`src/rtl/pll_lock_supervisor_if.sv`:
```
// Signal bundle between the PLL lock supervisor and its environment (PLL + reset logic).
// RELOCK_REQ is a one-cycle pulse with no ready; every other signal is a level, so no valid/ready pair exists.
interface pll_lock_supervisor_if;
  logic       PLL_LOCK;
  logic       RELOCK_REQ;
  logic       PLL_POWERDOWN_N;
  logic       CLK_READY;
  logic       FAIL;
  logic [2:0] STATE;
  logic [3:0] RETRY_CNT;
  logic [7:0] LOSS_CNT;

  modport master (
    output PLL_LOCK, RELOCK_REQ,
    input  PLL_POWERDOWN_N, CLK_READY, FAIL, STATE, RETRY_CNT, LOSS_CNT
  );

  modport slave (
    input  PLL_LOCK, RELOCK_REQ,
    output PLL_POWERDOWN_N, CLK_READY, FAIL, STATE, RETRY_CNT, LOSS_CNT
  );
endinterface

```
`src/rtl/pll_lock_supervisor.sv`:
```
// Powers the fabric PLL up, waits for a stable lock with bounded retries, and publishes CLK_READY.
// Runs on the free-running reference clock so it keeps working while the PLL is down.
module pll_lock_supervisor #(
  parameter int PD_CYCLES           = 64,
  parameter int LOCK_TIMEOUT_CYCLES = 65536,
  parameter int LOCK_STABLE_CYCLES  = 1024,
  parameter int MAX_RETRIES         = 7
) (
  input logic                  CLK,
  input logic                  RST,
  pll_lock_supervisor_if.slave pll
);

  localparam int MAX_AB = (PD_CYCLES > LOCK_TIMEOUT_CYCLES) ? PD_CYCLES : LOCK_TIMEOUT_CYCLES;
  localparam int MAX_T  = (MAX_AB > LOCK_STABLE_CYCLES) ? MAX_AB : LOCK_STABLE_CYCLES;
  localparam int TW     = $clog2(MAX_T + 1);

  localparam logic [TW-1:0] PD_LAST     = TW'(PD_CYCLES - 1);
  localparam logic [TW-1:0] TIMEOUT_LAST = TW'(LOCK_TIMEOUT_CYCLES - 1);
  localparam logic [TW-1:0] STABLE_LAST = TW'(LOCK_STABLE_CYCLES - 1);
  localparam logic [TW-1:0] TIMER_SAT   = {TW{1'b1}};
  localparam logic [3:0]    RETRY_LIMIT = 4'(MAX_RETRIES);

  typedef enum logic [2:0] {
    S_POWERDOWN = 3'd0,
    S_WAIT_LOCK = 3'd1,
    S_STABILIZE = 3'd2,
    S_RUN       = 3'd3,
    S_FAILED    = 3'd4
  } state_t;

  state_t        state_q, state_d;
  logic [TW-1:0] timer_q;
  logic [3:0]    retry_q, retry_d, retry_inc;
  logic [7:0]    loss_q, loss_d;
  logic          lock_meta, lock_s;
  logic          restart;
  logic          pdn_q, ready_q, fail_q;

  assign retry_inc = retry_q + 4'd1;

  always_comb begin
    state_d = state_q;
    retry_d = retry_q;
    loss_d  = loss_q;
    restart = 1'b0;
    if (pll.RELOCK_REQ) begin
      // Also restarts the power-down timer when already in POWERDOWN.
      state_d = S_POWERDOWN;
      retry_d = 4'd0;
      restart = 1'b1;
    end else begin
      case (state_q)
        S_POWERDOWN: if (timer_q == PD_LAST) state_d = S_WAIT_LOCK;
        S_WAIT_LOCK: begin
          if (lock_s) begin
            state_d = S_STABILIZE;
          end else if (timer_q == TIMEOUT_LAST) begin
            retry_d = retry_inc;
            state_d = (retry_inc == RETRY_LIMIT) ? S_FAILED : S_POWERDOWN;
          end
        end
        S_STABILIZE: begin
          if (!lock_s) begin
            state_d = S_WAIT_LOCK;
          end else if (timer_q == STABLE_LAST) begin
            state_d = S_RUN;
            retry_d = 4'd0;
          end
        end
        S_RUN: begin
          if (!lock_s) begin
            state_d = S_POWERDOWN;
            if (loss_q != 8'hFF) loss_d = loss_q + 8'd1;
          end
        end
        S_FAILED: state_d = S_FAILED;
        default:  state_d = S_POWERDOWN;
      endcase
    end
    if (state_d != state_q) restart = 1'b1;
  end

  always_ff @(posedge CLK) begin
    if (RST) begin
      lock_meta <= 1'b0;
      lock_s    <= 1'b0;
      state_q   <= S_POWERDOWN;
      timer_q   <= '0;
      retry_q   <= 4'd0;
      loss_q    <= 8'd0;
      pdn_q     <= 1'b0;
      ready_q   <= 1'b0;
      fail_q    <= 1'b0;
    end else begin
      lock_meta <= pll.PLL_LOCK;
      lock_s    <= lock_meta;
      state_q   <= state_d;
      retry_q   <= retry_d;
      loss_q    <= loss_d;
      // Saturate so long stays in RUN/FAILED never wrap back into a timeout match.
      if (restart)                timer_q <= '0;
      else if (timer_q != TIMER_SAT) timer_q <= timer_q + 1'b1;
      // Moore decodes taken from the next state so they move on the same edge as STATE.
      pdn_q   <= !((state_d == S_POWERDOWN) || (state_d == S_FAILED));
      ready_q <= (state_d == S_RUN);
      fail_q  <= (state_d == S_FAILED);
    end
  end

  assign pll.PLL_POWERDOWN_N = pdn_q;
  assign pll.CLK_READY       = ready_q;
  assign pll.FAIL            = fail_q;
  assign pll.STATE           = state_q;
  assign pll.RETRY_CNT       = retry_q;
  assign pll.LOSS_CNT        = loss_q;

endmodule

```
`src/flat_wrapper.sv`:
```
// flat-port wrapper written by rule: the top's interface ports become plain ports
module pll_lock_supervisor_flat 
#(
  parameter int PD_CYCLES           = 64,
  parameter int LOCK_TIMEOUT_CYCLES = 65536,
  parameter int LOCK_STABLE_CYCLES  = 1024,
  parameter int MAX_RETRIES         = 7
)
  (CLK, RST, pll_PLL_LOCK, pll_RELOCK_REQ, pll_PLL_POWERDOWN_N, pll_CLK_READY, pll_FAIL, pll_STATE, pll_RETRY_CNT, pll_LOSS_CNT);
  pll_lock_supervisor_if pll_i ();
  input logic CLK;
  input logic RST;
  input wire logic [$bits(pll_i.PLL_LOCK)-1:0] pll_PLL_LOCK;
  input wire logic [$bits(pll_i.RELOCK_REQ)-1:0] pll_RELOCK_REQ;
  output wire logic [$bits(pll_i.PLL_POWERDOWN_N)-1:0] pll_PLL_POWERDOWN_N;
  output wire logic [$bits(pll_i.CLK_READY)-1:0] pll_CLK_READY;
  output wire logic [$bits(pll_i.FAIL)-1:0] pll_FAIL;
  output wire logic [$bits(pll_i.STATE)-1:0] pll_STATE;
  output wire logic [$bits(pll_i.RETRY_CNT)-1:0] pll_RETRY_CNT;
  output wire logic [$bits(pll_i.LOSS_CNT)-1:0] pll_LOSS_CNT;
  assign pll_i.PLL_LOCK = pll_PLL_LOCK;
  assign pll_i.RELOCK_REQ = pll_RELOCK_REQ;
  assign pll_PLL_POWERDOWN_N = pll_i.PLL_POWERDOWN_N;
  assign pll_CLK_READY = pll_i.CLK_READY;
  assign pll_FAIL = pll_i.FAIL;
  assign pll_STATE = pll_i.STATE;
  assign pll_RETRY_CNT = pll_i.RETRY_CNT;
  assign pll_LOSS_CNT = pll_i.LOSS_CNT;
  pll_lock_supervisor #(.PD_CYCLES(PD_CYCLES), .LOCK_TIMEOUT_CYCLES(LOCK_TIMEOUT_CYCLES), .LOCK_STABLE_CYCLES(LOCK_STABLE_CYCLES), .MAX_RETRIES(MAX_RETRIES)) u_core (.CLK(CLK), .RST(RST), .pll(pll_i));
endmodule
```
`config.mk`:
```
export PLATFORM = sky130hd
export DESIGN_NAME = pll_lock_supervisor_flat
export DESIGN_NICKNAME = d
export VERILOG_FILES = /design/src/rtl/pll_lock_supervisor_if.sv /design/src/rtl/pll_lock_supervisor.sv /design/src/flat_wrapper.sv
export SDC_FILE = /design/constraint.sdc
export NUM_CORES = 1
export LEC_CHECK = 0
export CAP_MARGIN = 20
export CORE_MARGIN = 5
export CORE_UTILIZATION = 50
export DETAILED_ROUTE_END_ITERATION = 8
export PLACE_DENSITY = 0.75
export SLEW_MARGIN = 20
export SYNTH_ARGS = -nofsm -noshare
export SYNTH_HDL_FRONTEND = slang
export SYNTH_SLANG_ARGS = --single-unit
```
`constraint.sdc`:
```
create_clock -name CLK -period 2.49 [get_ports CLK]
set_input_delay 0.249 -clock CLK [delete_from_list [all_inputs] [get_ports CLK]]
set_output_delay 0.249 -clock CLK [all_outputs]
set_load 0.03 [all_outputs]
```
**Word level (Yosys, flattened, before mapping)**

Index checks and enable logic that the tools add are counted.

- Bits in registers: 37
- Input bits: 4
- Output and inout port bits: 18
- Logic and storage cells: 56

- $add $sub $neg: 3
- Equality and inequality tests: 17
- Multiplexer cells: 16
- Bitwise gates (word level): 2
- Reduce and logical (&&, ||, !) cells: 9

Operators by type and width:

| cell | number |
|---|---|
| 3-bit two-way mux | 8 |
| 17-bit by 1-bit adder with 17-bit output (second input constant) | 1 |
| 17-bit by 10-bit == test with 1-bit output (second input constant) | 1 |
| 17-bit by 16-bit == test with 1-bit output (second input constant) | 1 |
| 17-bit by 6-bit == test with 1-bit output (second input constant) | 1 |
| 17-bit != test (second input constant) | 1 |
| 4-bit two-way mux | 4 |
| 3-bit case mux with 5 select lines | 1 |
| 3-bit by 2-bit == test with 1-bit output (second input constant) | 3 |
| 8-bit by 1-bit adder with 8-bit output (second input constant) | 1 |
| 8-bit != test (second input constant) | 1 |
| 4-bit case mux with 2 select lines | 1 |
| 3-bit == test (second input constant) | 2 |
| 3-bit zero test | 2 |
| 2-bit by 1-bit != test with 1-bit output (second input constant) | 3 |
| 5-bit AND reduction | 1 |
| 4-bit by 1-bit adder with 4-bit output (second input constant) | 1 |
| 4-bit by 3-bit == test with 1-bit output (second input constant) | 1 |
| 4-bit AND reduction | 1 |
| 2-bit OR reduction | 2 |
| 3-bit by 1-bit == test with 1-bit output (second input constant) | 1 |
| 3-bit != test | 1 |
| 1-bit two-way mux | 2 |
| 2-bit != test (second input constant) | 1 |
| other kinds (4) | 5 |

**Longest topological paths before layout**

Gate-level depths: netlist of run 1.

- Word-level depth: 10
- Depth in mapped cells: 11
- Mapped depth without buffers: 10

**Least setup slack after synthesis of run 1**

No wires, ideal clock.

- Kind: register -> register
- Start point: register u_core.timer_q[12]
- End point: register u_core.timer_q[16]
- Library setup time: 63 ps
- Arrival: 2351 ps
- Required time: 2427 ps
- Setup slack: 76 ps
- Stages on the path, launching flop included: 11
- Buffers on the path: 1
- Clock period less this slack: 2414 ps
- Path through: dfxtp_1 and3_1 and3_2 and3_1 ha_1 or3_1 a211o_2 a21oi_1 o211ai_4 buf_8 nor2_2

- Longest elaborated chain between the ends: 8
- Elaborated cells between the ends (all ways): 15
- Those cells by class: add/sub (1); eq/ne (5); mux (8); reduce/logical (1)

RTL lines:

| element | RTL line | RTL |
|---|---|---|
| from (decl) | pll_lock_supervisor.sv:33 | `logic [TW-1:0] timer_q;` |
| from (signal assigned) | pll_lock_supervisor.sv:103 | `else if (timer_q != TIMER_SAT) timer_q <= timer_q + 1'b1;` |
| 17-bit by 10-bit == test with 1-bit output / 17-bit by 16-bit == test with 1-bit output (equally long branches) | pll_lock_supervisor.sv:66, pll_lock_supervisor.sv:58 |  |
| 3-bit two-way mux (on tied branches) | pll_lock_supervisor.sv:66, pll_lock_supervisor.sv:58 |  |
| 3-bit two-way mux (on tied branches) | pll_lock_supervisor.sv:64, pll_lock_supervisor.sv:56 |  |
| 3-bit case mux with 5 select lines | pll_lock_supervisor.sv:53 | `case (state_q)` |
| 3-bit two-way mux | pll_lock_supervisor.sv:47 | `if (pll.RELOCK_REQ) begin` |
| 3-bit != test | pll_lock_supervisor.sv:81 | `if (state_d != state_q) restart = 1'b1;` |
| 1-bit two-way mux | pll_lock_supervisor.sv:81 |  |
| 2-bit OR reduction (no source line) | n/a |  |

Parallel ways exist; a longest one is shown, timed or not.
A chain may end at the register's enable or synchronous reset.

**Worst setup path in the final report of run 1**

- Start point: register u_core.timer_q[12]
- End point: register u_core.timer_q[1]

The elaborated chain is that of the path after synthesis.

==> out/qor.yml, run 1 <==
antenna_found_initial: 0
critPathKind: "flip-flop to flip-flop"
start_util_pct: 51.6
cts_buffers: 5
p_per_area_nw_per_um2: 454
grt_overflow: 0
rrSetupSlack_ps: 100
layout_setup_ws_ps: 104
synthDominantCellAreaShare_pct: 39.2
min-delay-start: "u_core.lock_meta$_SDFF_PP0_"
pre_cts_slack_ps: -31.8
worstPathRequired_ps: 2720
skew_ps: 6.15
first_iter_violations: 105
postLayoutCellArea_um2: 2450
first_global_vias: 1467
dieHeight_um: 71.5
drt-total-wl_um: 4190
synth_fp_nets: 221
timing.rr.start: "u_core.timer_q[12]$_SDFFE_PP0P_"
fmax_mhz: 419
worst-slew-pin-transition_ps: 565
yosysSeqAreaShare_pct: 39.2
synth_commonest_cells: "dfxtp_1, nor2_1, xnor2_1"
wl_per_cell_um: 13.8
hold_end: "u_core.lock_s$_SDFF_PP0_"
timing.final.max_slew_violations: 0
grtUsageTotal_pct: 16.5
synth_top_flop_cell: "dfxtp_1"
hold_viol: 0
crit_path_end_kind: "flip-flop"
holdWs_ps: 436
num_rows: 22
antenna_cells: 0
leakage_nw: 0.906
dp.cells: 292
ys_ff_latch: 37
cts_hold_buffers: 0
min_path_type: "flip-flop to flip-flop"
relSlewSlack_pct: 62.0
async_flop_share_pct: 0
totalPowerFinal_w: 0.00111
layoutNonFillerInstCount: 303
status: "complete, no violations"
dieArea_um2: 5110
holdPathStages: 1
synth-edff-count: 0
synth_cell_type_count: 47
maxCapViolations: 0
vias: 1639
die_w_um: 71.5
worst_setup_path_start_kind: "flip-flop"
layout-drive-gt1-share_pct: 22.7
ant_nets: 0
dpl.hpwl_um: 2890
cts_tree: "done"
yosysTopAreaCell: "dfxtp_1"
ctsLongestPathBuffers: 2
viasPerCell: 5.41
yosys_warnings: 0
drtPass1Iterations: 4
layout.nets: 265
period_minus_slack_ps: 2390
areaGrowthSynthToFinish_pct: 29.8
placed_area_um2: 2250
netlist_instances: 210
insertion_delay_ps: 300
rr_worst_depth: 9
syn_area_per_cell_um2: 8.99
cts.clk_slew.worst_paths_ps: 70
cts_sinks: 37
peakVddDrop_uv: 363
globalplace.congestion: 0.822
grt_first_pass_wirelength_um: 6630
synth.most_common_cell: "dfxtp_1"
synth_area_um2: 1890
synthTopCellsByArea: "dfxtp_1, xnor2_1, nor2_1"
post-route-period-util_pct: 95.8
io_buffers: 21
cp_max_fo: 4
r2r-end: "u_core.timer_q[1]$_SDFFE_PP0P_"
core-area_um2: 3660
grt_max_degree: 14
htree_levels: 2
drc_errors: 0
crit_arrival_ps: 2620
cts_root_buf: "clkbuf_8"
setup_viol: 0
ioPinCount: 22
registers in the layout, indices dropped and copies added, names as in the netlist:
signal and flops:
u_core.timer_q 17, u_core.pll.LOSS_CNT 8, u_core.pll.RETRY_CNT 4, u_core.pll.STATE 3
u_core.lock_meta 1, u_core.lock_s 1, u_core.pll.CLK_READY 1, u_core.pll.FAIL 1
u_core.pll.PLL_POWERDOWN_N 1
repair_timing:
action / CTS / global route
gates cloned: 1 / 1
buffers inserted: 0 / 1
resized for setup: 3 / 9
endpoints found under the setup margin: 17 / 24
pin swaps: 0 / 12
routing by layer:
metal | wire length, um | global-route usage (%) | vias to the layer above
li1 | - | - | 824
met1 | 1820 | 21.1 | 757
met2 | 2000 | 25.1 | 46
met3 | 255 | 4.49 | 12
met4 | 116 | 8.77 | 0
met5 | 0 | 0 | -
layout by cell type (no fill, tap or decap), drive strengths merged, types with 3 or more instances in the layout:
cell type,instances
inv,8
nor4,5
xor2,8
nor2,41
a21oi,5
nand3,11
and4,4
o21ai,4
nand2,9
ha,7
clkbuf,7
nor2b,4
and2,4
and3,3
clkdlybuf4s50,21
xnor2,16
buf,19
dfxtp,37
nand4,5
o211ai,3
nor3,6
how the worst max path moves through the flow:
stage | start | cells past startpoint | to
finish | u_core.timer_q[12]$_SDFFE_PP0P_ | 9 | u_core.timer_q[1]$_SDFFE_PP0P_
global route | u_core.timer_q[4]$_SDFFE_PP0P_ | 9 | u_core.pll.PLL_POWERDOWN_N$_SDFF_PP0_
CTS | u_core.timer_q[12]$_SDFFE_PP0P_ | 9 | u_core.timer_q[16]$_SDFFE_PP0P_
detailed placement | u_core.timer_q[12]$_SDFFE_PP0P_ | 9 | u_core.timer_q[16]$_SDFFE_PP0P_
global placement | u_core.timer_q[12]$_SDFFE_PP0P_ | 9 | u_core.timer_q[7]$_SDFFE_PP0P_
floorplan | u_core.timer_q[12]$_SDFFE_PP0P_ | 10 | u_core.timer_q[16]$_SDFFE_PP0P_
where the power goes:
group	internal [W]	switching [W]
Clock	0.000250	0.000209
Combinational	0.0000231	0.0000312
Sequential	0.000595	0.00000350
Total	0.000868	0.000243
logic make-up (layout without fill, tap and decap cells):
family / Yosys count / count (layout) / synth area share (%)
flip-flops: 37 / 37 / 39.2
XOR/XNOR: 24 / 24 / 11.1
multiplexers: 2 / 2 / 1.06
AO/OA/AOI/OAI: 20 / 22 / 8.68
adder cells (fa/ha/maj): 7 / 7 / 4.64
AND/OR/NAND/NOR: 107 / 107 / 31.6
buffers and inverters: 13 / 56 / 3.64
worst max-delay path: stages, from the launching register on:
cell,delay [ps]
dfxtp_1,310
and3_1,200
and3_2,210
and3_4,180
ha_2,180
or3_1,320
a211o_2,330
a21oi_4,230
o211ai_2,210
nor2_1,150
cell type report:
cell class	count	area, um2
Clock buffer	7	96.3
Clock inverter	1	5.00
Fill cell	305	1210
Inverter	8	30.0
Multi-Input combinational cell	162	1160
Sequential cell	37	743
Tap cell	48	60.1
Timing Repair Buffer	40	353
through the flow:
| step | util, % | TNS [ps] |
|---|---|---|
| detailed placement | 61.6 | -356 |
| finish | 66.9 | 0 |
| CTS | 65.3 | 0 |
| floorplan | - | 0 |
| global route | 66.9 | -101 |
| global placement | 61.6 | 0 |
Note: power is estimated with default switching activity, not from simulation.
==> inputs of run 2 (changes only) <==
--- a/config.mk
+++ b/config.mk
@@ -8,6 +8,7 @@
 export CAP_MARGIN = 20
 export CORE_MARGIN = 5
 export CORE_UTILIZATION = 50
+export CTS_CLUSTER_DIAMETER = 40
 export DETAILED_ROUTE_END_ITERATION = 8
 export PLACE_DENSITY = 0.75
 export SLEW_MARGIN = 20
==> results of run 2 <==
Final layout, timing and power as in run 1 (identical DEF).
==> inputs of run 3 (changes only) <==
--- a/config.mk
+++ b/config.mk
@@ -7,10 +7,10 @@
 export LEC_CHECK = 0
 export CAP_MARGIN = 20
 export CORE_MARGIN = 5
-export CORE_UTILIZATION = 50
+export CORE_UTILIZATION = 45
 export CTS_CLUSTER_DIAMETER = 40
 export DETAILED_ROUTE_END_ITERATION = 8
-export PLACE_DENSITY = 0.75
+export PLACE_DENSITY = 0.69
 export SLEW_MARGIN = 20
 export SYNTH_ARGS = -nofsm -noshare
 export SYNTH_HDL_FRONTEND = slang
==> run 3 against run 2 <==
  * Flip-flop and latch count stayed put
  * Critical path depth is 1 lower
  * Non-clock buffer count is 1 higher
  * First-iteration DRC count is 12% lower
  * Die area is 9.5% higher
  * Count of clock-buffer cells in the layout is 2 lower
  * Clock power is 33% higher
  * Design area is 2.4% higher
  * Register-to-register slack worse by 30 ps
  * Fmax is 1.2% lower
  * Wire length is 0.95% lower
  * Sequential share of layout area is 0.76 points lower
==> out/qor.yml, run 3 (synthesized netlist as in run 1, its figures left out) <==
power.internal_w: 0.00102  # +17%
num_rows: 23  # +4.5%
p_clk_share_pct: 48.1  # +6.9 points
cts.clk_slew.worst_paths_ps: 70  # about the same
globalplace.congestion: 0.931  # +13%
p_sw_share_pct: 19.8  # -2.1 points
ant_nets: 0  # unchanged
fmax_mhz: 414  # -1.2%
worstPathRequired_ps: 2670  # -50 ps
period_minus_slack_ps: 2410  # +29.3 ps
grt_first_pass_wirelength_um: 6520  # -1.7%
grt_overflow: 0  # unchanged
dp.cells: 295  # +1.0%
status: "complete, no violations"
cts_sinks: 37  # unchanged
setup_viol: 0  # unchanged
layout-drive-gt1-share_pct: 22.7  # -0.089 points
ioPinCount: 22  # unchanged
relSlewSlack_pct: 60.2  # -1.8 points
viasPerCell: 5.38  # -0.50%
crit_path_end_kind: "flip-flop"
postLayoutCellArea_um2: 2510  # +2.4%
dieArea_um2: 5590  # +9.5%
crit_arrival_ps: 2590  # -30 ps
antenna_cells: 0  # unchanged
crit_chain: "nand4_1 > nor3_2 > and3_4 > ha_1 > nor4b_1 > a32oi_2 > o211ai_4 > nor2_1"
die_w_um: 74.8  # +4.7%
hold_end: "u_core.lock_s$_SDFF_PP0_"
hold_viol: 0  # unchanged
dieHeight_um: 74.8  # +4.7%
p_per_area_nw_per_um2: 507  # +12%
crit_path_top_delay_cell: "nor4b_1"
layout.nets: 266  # +0.38%
drc_errors: 0  # unchanged
pwr-share-seq_pct: 47.1  # -6.8 points
grt_max_degree: 14  # unchanged
min_path_type: "flip-flop to flip-flop"
cp_max_fo: 8  # +4
leakage_nw: 0.943  # +4.0%
crit_family: "simple AND/OR/NAND/NOR gates"
insertion_delay_ps: 300  # about the same
worst_setup_path_start_kind: "flip-flop"
cpPeakStageDelay_ps: 430  # +100 ps
rrSetupSlack_ps: 80  # -30 ps
largest_reg_flops: 17  # unchanged
grtUsageTotal_pct: 15.5  # -0.97 points
cts_tree: "done"
layoutNonFillerInstCount: 306  # +0.99%
first_iter_violations: 92  # -12%
htree_levels: 2  # unchanged
timing.rr.start: "u_core.timer_q[9]$_SDFFE_PP0P_"
start_util_pct: 46.9  # -4.7 points
timing.final.max_slew_violations: 0  # unchanged
peakVddDrop_uv: 300  # -17%
io_buffers: 21  # unchanged
rr_worst_depth: 8  # -1
r2r-end: "u_core.timer_q[7]$_SDFFE_PP0P_"
antenna_found_initial: 0  # unchanged
areaGrowthSynthToFinish_pct: 32.9
cts_hold_buffers: 0  # unchanged
maxCapViolations: 0  # unchanged
critPathKind: "flip-flop to flip-flop"
combPwrFrac_pct: 4.8  # about the same
worst-slew-pin-transition_ps: 592  # +27.5 ps
skew_ps: 7.01  # +0.859 ps
fin_util_pct: 62.3  # -4.7 points
holdPathStages: 1  # unchanged
regMostFlops: "u_core.timer_q"
critPathBufInv: 0  # unchanged
ctsLongestPathBuffers: 2  # unchanged
cts_root_buf: "clkbuf_8"
final_common_cell: "dfxtp_1"
placed_area_um2: 2260  # +0.44%
cts_buffers: 5  # unchanged
dpl.hpwl_um: 2790  # -3.5%
vias: 1647  # +0.49%
drt-total-wl_um: 4150  # -0.95%
switching_power_w: 0.000252  # +3.5%
first_global_vias: 1461  # -0.41%
wl_per_cell_um: 13.6  # -1.9%
mostFrequentLayoutCells: "dfxtp_1, nor2_1, clkdlybuf4s50_1, buf_4, xnor2_1"
core-area_um2: 4030  # +10%
min-delay-start: "u_core.lock_meta$_SDFF_PP0_"
post-route-period-util_pct: 97.0  # +1.2 points
drtPass1Iterations: 4  # unchanged
==> run 3: changes by cell type in the layout (fill, tap and decap cells not counted) <==
cell,delta
buf_12,+1
bufinv_16,+2
dfxtp_1,+1
dfxtp_2,-1
clkbuf_8,-2
o211ai_4,+1
nor2_2,+1
o211ai_2,-1
nor4b_1,+1
nor4b_2,-1
nor2_1,-1
==> run 3: layout make-up <==
cell class	instances	area, um2
clock buffer	5	68.8
clock inverter	3	65.1
fill	353	1520
inverter	8	30.0
multi-input combinational	162	1170
sequential	37	742
tap	50	62.6
timing repair buffer	41	373
==> run 3: worst register-to-register path, cell delays in order, from the launching register on <==
cell,delay [ps]
dfxtp_2,360
nand4_1,170
nor3_2,260
and3_4,230
ha_1,170
nor4b_1,430
a32oi_2,330
o211ai_4,260
nor2_1,90
==> run 3: repair_timing <==
action,in CTS,in global routing
cloned,1,1
resized for setup,5,7
pin swaps,1,9
setup buffers,0,1
endpoints found under the setup margin,17,21
==> run 3: how the worst max path moves through the flow <==
stage / slack [ps] / start / endpoint / depth (start not counted)
2_1_floorplan: 80 / u_core.timer_q[12]$_SDFFE_PP0P_ / u_core.timer_q[16]$_SDFFE_PP0P_ / 10
3_3_place_gp: 20 / u_core.timer_q[1]$_SDFFE_PP0P_ / u_core.timer_q[8]$_SDFFE_PP0P_ / 10
3_5_place_dp: -40 / u_core.timer_q[12]$_SDFFE_PP0P_ / u_core.timer_q[1]$_SDFFE_PP0P_ / 9
4_1_cts: 30 / u_core.timer_q[12]$_SDFFE_PP0P_ / u_core.timer_q[6]$_SDFFE_PP0P_ / 9
5_1_grt: -50 / u_core.timer_q[2]$_SDFFE_PP0P_ / u_core.timer_q[3]$_SDFFE_PP0P_ / 8
6_report: 80 / u_core.timer_q[9]$_SDFFE_PP0P_ / u_core.timer_q[7]$_SDFFE_PP0P_ / 8
==> run 3: layer usage <==
metal | vias up | wire length, um | global-route usage (%)
met4 | 0 | 100 | 8.89
met2 | 33 | 1930 | 24.6
met3 | 11 | 195 | 2.80
li1 | 836 | - | -
met5 | - | 0 | 0
met1 | 767 | 1930 | 19.7
==> run 3: metrics by stage <==
step | hold slack [ps] | setup WS (ps) | total power [W] | TNS (ps)
2_1_floorplan | 377 | 76.3 | 0.000642 | 0
3_3_place_gp | 418 | 23.1 | 0.000656 | 0
3_5_place_dp | 420 | -39.0 | 0.000656 | -332
4_1_cts | 438 | 27.9 | 0.00127 | 0
5_1_grt | 464 | -48.9 | 0.00132 | -256
6_report | 438 | 75.2 | 0.00127 | 0
==> run 3: power groups by stage <==
stage                     Sequential, W  Combinational, W  Clock (W)
after floorplan                0.000613         0.0000290          0
after global placement         0.000612         0.0000437          0
after detailed placement       0.000612         0.0000439          0
after global routing           0.000599         0.0000654   0.000653
after CTS                      0.000598         0.0000515   0.000621
final                          0.000599         0.0000609   0.000612
